<file path="src/rtl/death_sequencer.sv">
// Death/respawn/game-over sequencing for Mario and Luigi, Gomba squish/respawn, lives and score.
// Optional feature: define RESPAWN_INVULN_EN for post-revival invulnerability with blink outputs.

module death_sequencer_player #(
  parameter int LIVES_INIT     = 3,
  parameter int DEATH_FRAMES   = 32,
  parameter int UP_FRAMES      = 12,
  parameter int RESPAWN_FRAMES = 60
) (
  input  logic       Clk,
  input  logic       Reset,
  input  logic       frame_tick,
  input  logic       dead,
  output logic [1:0] state,
  output logic [9:0] y_offset,
  output logic       respawn,
  output logic [2:0] lives
`ifdef RESPAWN_INVULN_EN
  ,
  output logic       blink
`endif
);
  localparam logic [1:0] ST_ALIVE   = 2'b00;
  localparam logic [1:0] ST_DYING   = 2'b01;
  localparam logic [1:0] ST_RESPAWN = 2'b10;
  localparam logic [1:0] ST_OUT     = 2'b11;

  logic [1:0] state_r;
  logic [7:0] cnt_r;
  logic [9:0] offset_r;
  logic       respawn_r;
  logic [2:0] lives_r;
  logic       dead_prev_r;
  logic       event_s;
  logic       revive_s;

  assign revive_s = (state_r == ST_RESPAWN) & frame_tick & (cnt_r == 8'(RESPAWN_FRAMES - 1));

`ifdef RESPAWN_INVULN_EN
  localparam int INVULN_FRAMES = 90;
  logic [6:0] inv_cnt_r;
  logic       inv_active_r;
  logic       blink_r;

  assign event_s = dead & ~dead_prev_r & (state_r == ST_ALIVE) & ~inv_active_r;
  assign blink   = blink_r;

  // Invulnerability window after revival; blink toggles every fourth tick.
  always_ff @(posedge Clk) begin
    if (Reset) begin
      inv_cnt_r    <= 7'd0;
      inv_active_r <= 1'b0;
      blink_r      <= 1'b0;
    end else if (revive_s) begin
      inv_cnt_r    <= 7'd0;
      inv_active_r <= 1'b1;
      blink_r      <= 1'b0;
    end else if (inv_active_r && frame_tick) begin
      if (inv_cnt_r == 7'(INVULN_FRAMES - 1)) begin
        inv_cnt_r    <= 7'd0;
        inv_active_r <= 1'b0;
        blink_r      <= 1'b0;
      end else begin
        inv_cnt_r <= inv_cnt_r + 7'd1;
        if (inv_cnt_r[1:0] == 2'b11) blink_r <= ~blink_r;
      end
    end
  end
`else
  assign event_s = dead & ~dead_prev_r & (state_r == ST_ALIVE);
`endif

  // Player state machine; a dead event outranks a coincident frame tick.
  always_ff @(posedge Clk) begin
    if (Reset) begin
      state_r     <= ST_ALIVE;
      cnt_r       <= 8'd0;
      offset_r    <= 10'd0;
      respawn_r   <= 1'b0;
      lives_r     <= 3'(LIVES_INIT);
      dead_prev_r <= 1'b0;
    end else begin
      dead_prev_r <= dead;
      respawn_r   <= 1'b0;
      case (state_r)
        ST_ALIVE: begin
          if (event_s) begin
            state_r  <= ST_DYING;
            lives_r  <= (lives_r == 3'd0) ? 3'd0 : lives_r - 3'd1;
            cnt_r    <= 8'd0;
            offset_r <= 10'd0;
          end
        end
        ST_DYING: begin
          if (frame_tick) begin
            if (cnt_r < 8'(UP_FRAMES)) offset_r <= offset_r - 10'd4;
            else                       offset_r <= offset_r + 10'd4;
            if (cnt_r == 8'(DEATH_FRAMES - 1)) begin
              cnt_r <= 8'd0;
              if (lives_r == 3'd0) begin
                state_r <= ST_OUT;
              end else begin
                state_r  <= ST_RESPAWN;
                offset_r <= 10'd0;
              end
            end else begin
              cnt_r <= cnt_r + 8'd1;
            end
          end
        end
        ST_RESPAWN: begin
          if (revive_s) begin
            state_r   <= ST_ALIVE;
            respawn_r <= 1'b1;
            cnt_r     <= 8'd0;
          end else if (frame_tick) begin
            cnt_r <= cnt_r + 8'd1;
          end
        end
        ST_OUT: state_r <= ST_OUT;
        default: state_r <= ST_ALIVE;
      endcase
    end
  end

  assign state    = state_r;
  assign y_offset = offset_r;
  assign respawn  = respawn_r;
  assign lives    = lives_r;
endmodule

module death_sequencer #(
  parameter int LIVES_INIT           = 3,
  parameter int DEATH_FRAMES         = 32,
  parameter int UP_FRAMES            = 12,
  parameter int RESPAWN_FRAMES       = 60,
  parameter int SQUISH_FRAMES        = 16,
  parameter int GOMBA_RESPAWN_FRAMES = 120,
  parameter int STOMP_POINTS         = 100
) (
  input  logic        Clk,
  input  logic        Reset,
  input  logic        frame_Clk,
  input  logic        mario_dead,
  input  logic        luigi_dead,
  input  logic        gomba_dead,
  output logic [1:0]  mario_state,
  output logic [1:0]  luigi_state,
  output logic [9:0]  mario_y_offset,
  output logic [9:0]  luigi_y_offset,
  output logic        mario_respawn,
  output logic        luigi_respawn,
  output logic [2:0]  mario_lives,
  output logic [2:0]  luigi_lives,
  output logic [1:0]  gomba_state,
  output logic        gomba_respawn,
  output logic [15:0] score,
  output logic        game_over
`ifdef RESPAWN_INVULN_EN
  ,
  output logic        mario_blink,
  output logic        luigi_blink
`endif
);
  localparam logic [1:0] G_ALIVE    = 2'b00;
  localparam logic [1:0] G_SQUISHED = 2'b01;
  localparam logic [1:0] G_GONE     = 2'b10;

  function automatic logic [15:0] sat_add16(input logic [15:0] a, input logic [15:0] b);
    logic [16:0] sum;
    sum = {1'b0, a} + {1'b0, b};
    return sum[16] ? 16'hFFFF : sum[15:0];
  endfunction

  logic       sync1_r, sync2_r, frame_prev_r;
  logic       frame_tick_s;
  logic [1:0] g_state_r;
  logic [7:0] g_cnt_r;
  logic       g_respawn_r;
  logic       g_dead_prev_r;
  logic [15:0] score_r;
  logic       game_over_r;

  assign frame_tick_s = sync2_r & ~frame_prev_r;

  // frame_Clk synchronizer and rising-edge detector.
  always_ff @(posedge Clk) begin
    if (Reset) begin
      sync1_r      <= 1'b0;
      sync2_r      <= 1'b0;
      frame_prev_r <= 1'b0;
    end else begin
      sync1_r      <= frame_Clk;
      sync2_r      <= sync1_r;
      frame_prev_r <= sync2_r;
    end
  end

  death_sequencer_player #(
    .LIVES_INIT(LIVES_INIT), .DEATH_FRAMES(DEATH_FRAMES),
    .UP_FRAMES(UP_FRAMES), .RESPAWN_FRAMES(RESPAWN_FRAMES)
  ) u_mario (
    .Clk(Clk), .Reset(Reset), .frame_tick(frame_tick_s), .dead(mario_dead),
    .state(mario_state), .y_offset(mario_y_offset), .respawn(mario_respawn), .lives(mario_lives)
`ifdef RESPAWN_INVULN_EN
    , .blink(mario_blink)
`endif
  );

  death_sequencer_player #(
    .LIVES_INIT(LIVES_INIT), .DEATH_FRAMES(DEATH_FRAMES),
    .UP_FRAMES(UP_FRAMES), .RESPAWN_FRAMES(RESPAWN_FRAMES)
  ) u_luigi (
    .Clk(Clk), .Reset(Reset), .frame_tick(frame_tick_s), .dead(luigi_dead),
    .state(luigi_state), .y_offset(luigi_y_offset), .respawn(luigi_respawn), .lives(luigi_lives)
`ifdef RESPAWN_INVULN_EN
    , .blink(luigi_blink)
`endif
  );

  // Gomba squish/respawn sequencing and score keeping.
  always_ff @(posedge Clk) begin
    if (Reset) begin
      g_state_r     <= G_ALIVE;
      g_cnt_r       <= 8'd0;
      g_respawn_r   <= 1'b0;
      g_dead_prev_r <= 1'b0;
      score_r       <= 16'd0;
    end else begin
      g_dead_prev_r <= gomba_dead;
      g_respawn_r   <= 1'b0;
      case (g_state_r)
        G_ALIVE: begin
          if (gomba_dead && !g_dead_prev_r) begin
            g_state_r <= G_SQUISHED;
            g_cnt_r   <= 8'd0;
            score_r   <= sat_add16(score_r, 16'(STOMP_POINTS));
          end
        end
        G_SQUISHED: begin
          if (frame_tick_s) begin
            if (g_cnt_r == 8'(SQUISH_FRAMES - 1)) begin
              g_state_r <= G_GONE;
              g_cnt_r   <= 8'd0;
            end else begin
              g_cnt_r <= g_cnt_r + 8'd1;
            end
          end
        end
        G_GONE: begin
          if (frame_tick_s) begin
            if (g_cnt_r == 8'(GOMBA_RESPAWN_FRAMES - 1)) begin
              g_state_r   <= G_ALIVE;
              g_cnt_r     <= 8'd0;
              g_respawn_r <= 1'b1;
            end else begin
              g_cnt_r <= g_cnt_r + 8'd1;
            end
          end
        end
        default: g_state_r <= G_ALIVE;
      endcase
    end
  end

  // Sticky game-over once both players are out.
  always_ff @(posedge Clk) begin
    if (Reset) begin
      game_over_r <= 1'b0;
    end else begin
      game_over_r <= game_over_r | ((mario_state == 2'b11) & (luigi_state == 2'b11));
    end
  end

  assign gomba_state   = g_state_r;
  assign gomba_respawn = g_respawn_r;
  assign score         = score_r;
  assign game_over     = game_over_r;
endmodule

</file>
<file path="config.mk">
export PLATFORM = sky130hd
export DESIGN_NAME = death_sequencer
export DESIGN_NICKNAME = d
export VERILOG_FILES = /design/src/rtl/death_sequencer.sv
export SDC_FILE = /design/constraint.sdc
export NUM_CORES = 1
export LEC_CHECK = 0
export BUFFER_PORTS_ARGS = -buffer_cell sky130_fd_sc_hd__buf_2
export CORE_UTILIZATION = 30
export DETAILED_ROUTE_END_ITERATION = 6
export PLACE_DENSITY_LB_ADDON = 0.1
export SYNTH_ARGS = -nofsm -noshare
export SYNTH_HDL_FRONTEND = slang
export SYNTH_SLANG_ARGS = --single-unit
</file>
<file path="constraint.sdc">
create_clock -name Clk -period 6.4 [get_ports Clk]
set_input_delay 0.32 -clock Clk [delete_from_list [all_inputs] [get_ports Clk]]
set_output_delay 0.32 -clock Clk [all_outputs]
set_load 0.01 [all_outputs]
</file>
==> results.md, run 1 <==
- The starting DRC count in detailed routing is 173.
- The number of flops mapped to enable cells by yosys is 0.
- The count of maximum capacitance violations is 0.
- The startpoint identified for the worst hold timing path is frame_Clk.
- In the post-synthesis netlist, the biggest area contributors are dfxtp_1 (34%), ha_1 (10%), nor2_1 (4.0%).
- The count of yosys warnings during synthesis is 0.
- The aggregate global routing overflow is 0.
- The count of cells along the worst register-to-register path is 8.
- The origin of the critical flop-to-flop path is u_luigi.cnt_r[7]$_SDFFE_PP0P_.
- Hold repair after CTS inserted 0 buffers.
- The highest cell delay on the worst timing path is 0.50 ns.
- The count of antenna-violating nets left after detailed routing is 0.
- Routability-driven placement finished with a final weighted congestion of 0.809.
- The worst setup path is launched from a flip-flop.
- The synthesized netlist contains 74 unique library cells.
- The worst setup path category is flip-flop to flip-flop.
- The synthesized design contains 77 register bits.
- The capturing point of the worst reg2reg path is u_luigi.y_offset[9]$_SDFFE_PP0P_.
- The first global-routing pass estimated 18700 um of wire.
- The average detailed-routed wire length per instance is 14.6 um.
- The worst hold path belongs to the class input port to flip-flop.
- The fraction of the mapped netlist area in compound gates is 20.8%.
- The floorplan step set the die width to 125 um.
- The routed design uses 4870 um of met2 wire.
- The slew at the pin closest to its max-slew limit is 0.818 ns.
- The total detailed-routing wirelength is 11100 um.
- The master cell of the clock root buffer is clkbuf_16.
- The post-synthesis share of cell area spent on and, or, nand and nor gates is 24.9%.
- Of all flip-flops after synthesis, the portion carrying an async set or reset was 0%.
- The data required time at the worst endpoint is 6.67 ns.
- The floorplan step defined a die boundary enclosing 15500 um^2.
- On the final layout, the worst clock skew is 0.00738 ns.
- Across all setup checks in the final design, the least slack found is 3.44 ns.
- After detailed routing, the met3 layer carries 425 um of wire.
- TritonCTS built the clock tree.
- The residual DRC count is 0.
- For this run, the leading register cell type out of synthesis is dfxtp_1.
- The dominant combinational cell family by area after synthesis is simple AND/OR/NAND/NOR gates.
- Buffers placed on the I/O ports in this run total 53.
- The cell type contributing the most total cell area after synthesis is dfxtp_1.
- The worst slew slack as a fraction of its limit is 45.4%.
- The maximum number of pins on one net before global-route repair is 62.
- The via count of the first global-routing pass was 3769.
- The number of buffers inserted by post-CTS setup repair is 0.
- The net count of the finished layout is 618.
- For hold timing, the worst endpoint is sync1_r$_SDFF_PP0_.
- The number of hold violations in the final report is 0.
- Power spread over the standard cell area amounts to 322 nW/um^2.
- The number of placed I/O pins is 58.
- Dividing the final minimum period by the clock period gives 46.2%.
- Walking the worst path, the cells encountered are or3_4 > nor3b_4 > ha_1 > a21oi_1 > o2111ai_1 > and3_2 > or4b_1 > a31oi_1.
- The TritonCTS buffer count is 9.
- The number of optimization iterations in the first detailed-route pass is 4.
- The mean post-synth cell area is 8.58 um^2.
- The leakage power figure is 2.17 nW.
- Setup violations remaining at the end of the flow were counted as 0.
- The starting utilization of the core area is 30.9%.
- The placement row count is 44.
- Static timing analysis puts the maximum clock frequency at 338 MHz.
- After detailed routing, the number of vias per cell comes to 5.18.
- The top-area cell type share of the netlist area is 34.2%.
- The count of final max-slew check failures is 0.
- The worst setup path is captured at a flip-flop.
- The highest layer touched by signal routing is met4.
- Setup repair after global routing left no endpoint under its margin.
- The pre-CTS worst setup slack is 3.45 ns.
- Setup slack on the worst reg-to-reg path comes out at 3.44 ns.
- Along the worst path, the maximum fanout reaches 9.
- The total vias in the final route is 3954.
- 0 antenna diodes ended up in the layout.
- The maximum count of clock buffers along a single path is 2.
- The standard cell with the maximum stage delay on the critical path is or4b_1.
- The count of cells along the worst hold path is 2.
- The H-tree depth is 3.
- The summed instance area of the synthesized netlist is 4500 um^2.
- The sequential-to-total area share from yosys stat is 34.2%.
- The clock net in this run drives a total of 77 sinks.
- The core region is 14600 um^2.
- Global routing used 14.9% of the available tracks across all layers.
- The vertical extent of the die is 125 um.
- The cell count after synthesis is 525.
- The clock reaches the later pin of the worst-skew pair after 0.34 ns.
- The endpoint arrival time on the critical path is 3.23 ns.
- The worst vdd rail ir drop is 0.127 mV.
- The fraction of the mapped netlist area in adder cells is 10.9%.
- Summed over all nets, the half-perimeter wirelength after detailed placement is 7810 um.
- The ratio of cells with drive above 1 in the final layout is 16.1%.
- The flow ran to the end, and the final reports show no timing, DRC or antenna violations.
- The area growth from synthesis to layout is 17.3%.
- The mux share of post-synthesis cell area is 1.17%.
- Clock-pin slew was measured on the worst setup and hold paths at 0.06 ns.
- The xor-xnor portion of the synthesized cell area is 3.50%.
- Subtracting the final worst setup slack from the clock period gives 2.96 ns.
- In the final routing, the length of wire on met1 measures 5650 um.
- The number of antenna violations at the first check in global routing is 0.
- The final-layout setup total negative slack is 0 ns.
- Gates resized during post-CTS repair numbered 0.
## worst max-delay path by stage
stage | cells after the start | to | startpoint
global route | 8 | u_luigi.y_offset[9]$_SDFFE_PP0P_ | u_luigi.cnt_r[7]$_SDFFE_PP0P_
detailed placement | 8 | u_luigi.y_offset[9]$_SDFFE_PP0P_ | u_luigi.cnt_r[7]$_SDFFE_PP0P_
global placement | 8 | u_luigi.y_offset[9]$_SDFFE_PP0P_ | u_luigi.cnt_r[7]$_SDFFE_PP0P_
floorplan | 8 | u_luigi.y_offset[9]$_SDFFE_PP0P_ | u_luigi.cnt_r[7]$_SDFFE_PP0P_
finish | 8 | u_luigi.y_offset[9]$_SDFFE_PP0P_ | u_luigi.cnt_r[7]$_SDFFE_PP0P_
CTS | 8 | u_luigi.y_offset[9]$_SDFFE_PP0P_ | u_luigi.cnt_r[7]$_SDFFE_PP0P_
## power by group
part,switching (mW),total (mW),internal [mW]
Clock,0.204,0.617,0.413
Sequential,0.0422,0.556,0.513
Combinational,0.333,0.527,0.194
## synthesized netlist by cell type (all sizes together) (3+ instances only)
master   count
clkbuf       9
dfxtp       77
nand4        7
o211ai       5
a221o        3
mux2i        3
ha          36
a211oi       8
nor4         7
a21o         7
or2          6
nand3       27
xor2         8
a22oi        7
a21oi       36
and3         7
nand3b       3
a31oi        6
buf         10
o21a         3
xnor2       10
and4         3
a311oi       4
nand2b       6
a2111oi      3
inv         28
o21ai       21
nor2        48
nor3        22
nor2b       12
nand2       39
or3         11
## flip-flops by register name, indices dropped and copies added, names as in the netlist, 2 cells and up
name / cells
u_mario.y_offset: 8
u_mario.state: 2
g_cnt_r: 8
u_mario.cnt_r: 8
score: 15
u_luigi.state: 2
u_luigi.lives: 3
u_mario.lives: 3
gomba_state: 2
u_luigi.cnt_r: 8
u_luigi.y_offset: 8
## cell type report
type	count	area, um^2
clock buffer	13	270
clock inverter	3	90.1
fill	1512	9310
inverter	28	105
multi-input combinational	404	2770
sequential	77	1540
tap	184	230
timing repair buffer	54	273
## worst max-delay path: cells and delay by family, from the launching register on
kind            cells  cell delay (ns)
fa+ha+maj           1             0.32
flops               1             0.36
compound gates      3             0.57
simple gates        4             1.64
## cell usage in the layout, fill, tap and decap left out, types with 3 or more instances in the layout
cell / netlist / final
nand2b_1: 6 / 6
a311oi_1: 4 / 4
xor2_1: 8 / 8
and3_1: 6 / 6
a21o_1: 7 / 7
nand3b_1: 3 / 3
nand2_1: 39 / 39
or3_1: 10 / 10
nor3_1: 21 / 21
ha_1: 36 / 36
o21a_1: 3 / 3
nand4_1: 6 / 6
o21ai_0: 19 / 19
and4_1: 3 / 3
xnor2_1: 10 / 10
clkbuf_16: 0 / 9
a22oi_1: 7 / 7
buf_2: 4 / 53
nand3_1: 27 / 27
bufinv_16: 0 / 3
dfxtp_1: 77 / 77
or2_2: 5 / 5
nor2_1: 48 / 48
a31oi_1: 6 / 6
inv_1: 28 / 28
o211ai_1: 5 / 5
mux2i_1: 3 / 3
nor4_1: 5 / 5
conb_1: 1 / 4
a221o_1: 3 / 3
a211oi_1: 8 / 8
a21oi_1: 35 / 35
clkbuf_8: 0 / 3
nor2b_1: 12 / 12
## per-layer routing
| metal | global-route usage [%] | vias to the layer above |
|---|---|---|
| met5 | 0 | - |
| met4 | 7.65 | 0 |
| met3 | 3.14 | 14 |
| met2 | 22.4 | 61 |
| met1 | 20.0 | 1858 |
| li1 | - | 2021 |
## metrics by stage
stage	utilization (%)	instances	power (mW)	hold slack, ns	area (um^2)
final	36.2	763	1.70	0.204	5280
after detailed placement	33.7	747	1.09	0.443	4920
after CTS	36.2	763	1.72	0.189	5280
after global placement	33.7	747	1.09	0.445	4920
after floorplan	-	528	0.950	0.414	4510
after global routing	36.2	763	1.82	0.215	5280
## kinds of logic (layout without fill, tap and decap cells)
| group | after synthesis | in the layout |
|---|---|---|
| buffers and inverters | 47 | 98 |
| AOI/OAI and AO/OA | 130 | 130 |
| adders and majority gates | 38 | 38 |
| xor gates and xnor gates | 18 | 18 |
| muxes | 5 | 5 |
| DFF | 77 | 77 |
| and+or+nand+nor | 209 | 209 |
| other | 1 | 4 |
Power figures use the tool's default switching activity.
==> inputs of run 2 (changes only) <==
--- a/config.mk
+++ b/config.mk
@@ -5,6 +5,7 @@
 export SDC_FILE = /design/constraint.sdc
 export NUM_CORES = 1
 export LEC_CHECK = 0
+export ABC_AREA = 1
 export BUFFER_PORTS_ARGS = -buffer_cell sky130_fd_sc_hd__buf_2
 export CORE_UTILIZATION = 30
 export DETAILED_ROUTE_END_ITERATION = 6
==> constraint.sdc (replaced) <==
create_clock -name Clk -period 2.7 [get_ports Clk]
set_input_delay 0.135 -clock Clk [delete_from_list [all_inputs] [get_ports Clk]]
set_output_delay 0.135 -clock Clk [all_outputs]
set_load 0.01 [all_outputs]
==> run 2 against run 1 <==
- critical path type unchanged
- core utilization shrank 0.37 points
- worst hold slack worse by 0.19 ns
- highest routed layer unchanged
- largest cell class unchanged
- worst setup slack lost 2.7 ns
- combinational power rose to 4.0 times the previous value
- routed wire length is 3.6% higher
- register-to-register slack lost 2.7 ns
- critical path depth grew 3
- area after synthesis grew 4.5%
- via count rose by 9.8%
==> results.md, run 2 <==
- The run finished with clean final reports.
- The routed length on met1 is 5840 um (+3.4%).
- The flip-flop cell with the highest count after synthesis is dfxtp_1.
- The time the final worst path needs with I/O delays and setup is 1.97 ns (-0.987 ns).
- The count of final setup violators is 0 (unchanged).
- The count of yosys warnings during synthesis is 0 (unchanged).
- The master cell of the clock root buffer is clkbuf_16.
- Setup repair after global routing left no endpoint under its margin.
- The layout filler cell count was 1650 (+9.1%).
- The number of optimization iterations in the first detailed-route pass is 6 (+2).
- The number of antenna violations at the first check in global routing is 0 (unchanged).
- The number of inserted diodes came to 0 (unchanged).
- The data required time at the worst endpoint is 2.97 ns (-3.70 ns).
- The number of distinct library cell variants in the gate-level netlist after synthesis is 37 (-50%).
- The via count of the first global-routing pass is 4138 (+9.8%).
- The H-tree depth is 3 (unchanged).
- The leading cell type in the layout, fill and taps excluded is nand2_1.
- The mean post-synth cell area is 6.84 um^2 (-20%).
- In the post-synthesis netlist, the biggest area contributors are dfxtp_1 (33%), nand2_1 (14%), ha_1 (9.6%).
- The count of antenna-violating nets left after detailed routing is 0 (unchanged).
- The part of the cycle the worst path needs came to 73.0% (+27 points).
- The final clock skew came to 0.00564 ns (-0.00173 ns).
- The global-route usage over all layers is 15.4% (+0.50 points).
- The number of buffers inserted by post-CTS setup repair was 0 (unchanged).
- The count of maximum capacitance violations is 0 (unchanged).
- Compared with the post-synthesis result, the final layout area differs by 16.2%.
- The clock network latency to the later pin of the worst-skew pair is 0.35 ns (about the same).
- The worst slew slack as a fraction of its limit came to 66.3% (+21 points).
- The starting DRC count in detailed routing was 214 (+24%).
- The slew at the pin closest to its max-slew limit is 0.505 ns (-0.313 ns).
- The number of placed I/O pins came to 58 (unchanged).
- The flip-flop and latch area is 1540 um^2 (unchanged).
- The path class of the tightest hold or removal check is input port to flip-flop.
- The combined area of the multi-input logic cells is 2730 um^2 (-1.7%).
- The half-perimeter wire length after placement is 8590 um (+10%).
- The total detailed-routing wirelength came to 11500 um (+3.6%).
- The sum of met3 wire segment lengths after detailed routing is 309 um (-27%).
- The total vias in the final route came to 4341 (+9.8%).
- The global placement routability congestion is 0.793 (-2.0%).
- The starting utilization of the core area was 30.8% (about the same).
- The most frequent cell after synthesis is nand2_1.
- The worst vdd rail ir drop is 0.312 mV (+150%).
- The count of buffers from port buffering is 53 (unchanged).
- The TritonCTS sink count is 77 (unchanged).
- The aggregate global routing overflow is 0 (unchanged).
- The total of flip-flops plus latches after synthesis is 77 (unchanged).
- The number of hold violations in the final report is 0 (unchanged).
- The maximum fanout count along the critical path is 7 (-2).
- The maximum count of clock buffers along a single path is 2 (unchanged).
- The proportion of synthesized flip-flops having asynchronous set or reset was 0% (unchanged).
- The cell count after synthesis is 688 (+31%).
- The top-area cell type share of the netlist area is 32.7% (-1.5 points).
- The average detailed-routed wire length per instance is 12.0 um (-18%).
- The highest clock frequency the design can meet came to 507 MHz (+50%).
- The sequential-to-total area share from yosys stat is 32.7% (-1.5 points).
- The count of final max-slew check failures came to 0 (unchanged).
- The die outline width was 127 um (+2.2%).
- In the layout the commonest cells are nand2_1 (177), inv_1 (93), nor2_1 (89).
- The areal power density over the cells is 884 nW/um^2 (+170%).
- TritonCTS built the clock tree.
- STA classifies the critical path startpoint as a flip-flop.
- The leakage power figure is 2.53 nW (+17%).
- The placeable core region is 15300 um^2 (+4.6%).
- The post-route worst hold slack is 0.0118 ns (-0.192 ns).
- The final-layout setup total negative slack is 0 ns (unchanged).
- The average vias per placed instance is 4.52 (-13%).
- The number of hold-repair buffers added at the cts stage is 0 (unchanged).
- The top layer reached by signal wires is met4.
- The post-cts repair resize count came to 0 (unchanged).
- The setup slack on the worst flop-to-flop path is 0.73 ns (-2.71 ns).
- The met2 layer wire length in the routed design is 5180 um (+6.2%).
- The number of flops mapped to enable cells by yosys is 0 (unchanged).
- Of all cell types, the one taking the most synthesized area is dfxtp_1.
- The global-route wire length before repair came to 19700 um (+5.4%).
- By startpoint and endpoint, the worst setup path is classified as flip-flop to flip-flop.
- The maximum number of pins on one net before global-route repair was 39 (-37%).
- The ratio of cells with drive above 1 in the final layout was 12.6% (-3.5 points).
- The endpoint arrival time on the critical path is 2.24 ns (-0.99 ns).
- The endpoint kind of the worst setup timing path is a flip-flop.
- The vertical extent of the die is 127 um (+2.2%).
- The flip-flop count of the largest register, all copies and words added is 15 (unchanged).
- The TritonCTS buffer count came to 9 (unchanged).
- The summed instance area of the synthesized netlist was 4710 um^2 (+4.5%).
- The residual DRC count is 0 (unchanged).
- The placement row count is 45 (+2.3%).
- By count the netlist is led by nand2_1 (177), inv_1 (93), nor2_1 (89), dfxtp_1 (77), nand3_1 (51).
- The net total in the final layout is 788 (+28%).
- The area enclosed by the die boundary is 16200 um^2 (+4.5%).
- The CTS clock-pin slew for the worst setup and hold paths is 0.06 ns (about the same).
## run 2: changes by cell type after synthesis, moves of 10 or more
cell and change:
nand2_1 +138, inv_1 +65, or3_1 -10, nand3_1 +24
nor3_1 -16, nor2b_1 -12, nor2_1 +41
## run 2: power breakdown
group	internal, mW	switching [mW]
clock network	0.743	0.495
logic	0.776	1.33
registers	1.31	0.184
total	2.82	2.01
## run 2: critical path, cell delays in order (launching register included)
cell	delay [ns]
dfxtp_1	0.41
nand2_1	0.15
nand3_1	0.13
inv_1	0.15
ha_1	0.39
a21oi_1	0.14
nand2_1	0.12
nand2_1	0.10
nand2_1	0.05
nand2_1	0.05
nand3_1	0.07
a21oi_1	0.14
## run 2: path summary, 6_finish.rpt
kind                                               startpoint                                to  depth (start not counted)
worst max-delay path            u_mario.cnt_r[2]$_SDFFE_PP0P_  u_mario.y_offset[7]$_SDFFE_PP0P_                         11
worst min-delay path                                frame_Clk                sync1_r$_SDFF_PP0_                          3
worst max register to register  u_mario.cnt_r[2]$_SDFFE_PP0P_  u_mario.y_offset[7]$_SDFFE_PP0P_                         11
worst min register to register             sync1_r$_SDFF_PP0_                sync2_r$_SDFF_PP0_                          2
## run 2: area by class of cell
class,count,share of cell area (%)
Inverter,96,6.59
Sequential cell,77,28.2
Clock buffer,13,4.58
Timing Repair Buffer,55,5.13
Tap cell,211,4.83
Multi-Input combinational cell,505,49.9
Clock inverter,3,0.824
## run 2: metrics by stage
stage               area (um^2)  power, mW  setup WS [ns]  utilization (%)  std cells
floorplan                  4720       3.14           1.00                -        691
global placement           5170       3.61          0.813             33.9        944
detailed placement         5170       3.64          0.738             33.9        944
CTS                        5470       4.91          0.704             35.8        960
global route               5470       5.30          0.482             35.8        960
finish                     5470       4.84          0.729             35.8        960
## run 2: cell families after synthesis
| group | count (synthesis) | synth area share, % |
|---|---|---|
| buffers and inverters | 109 | 9.57 |
| AND/OR/NAND/NOR | 362 | 33.8 |
| other | 1 | 0.0797 |
| flip-flops | 77 | 32.7 |
| XOR/XNOR | 21 | 3.91 |
| adder cells (fa/ha/maj) | 38 | 10.4 |
| AO/OA/AOI/OAI | 80 | 9.49 |
## run 2: layer usage
layer  vias to the layer above  GRT usage, %
li1                       2290             -
met1                      1989          19.9
met2                        47          25.0
met3                        15          3.39
met4                         0          5.88
met5                         -             0
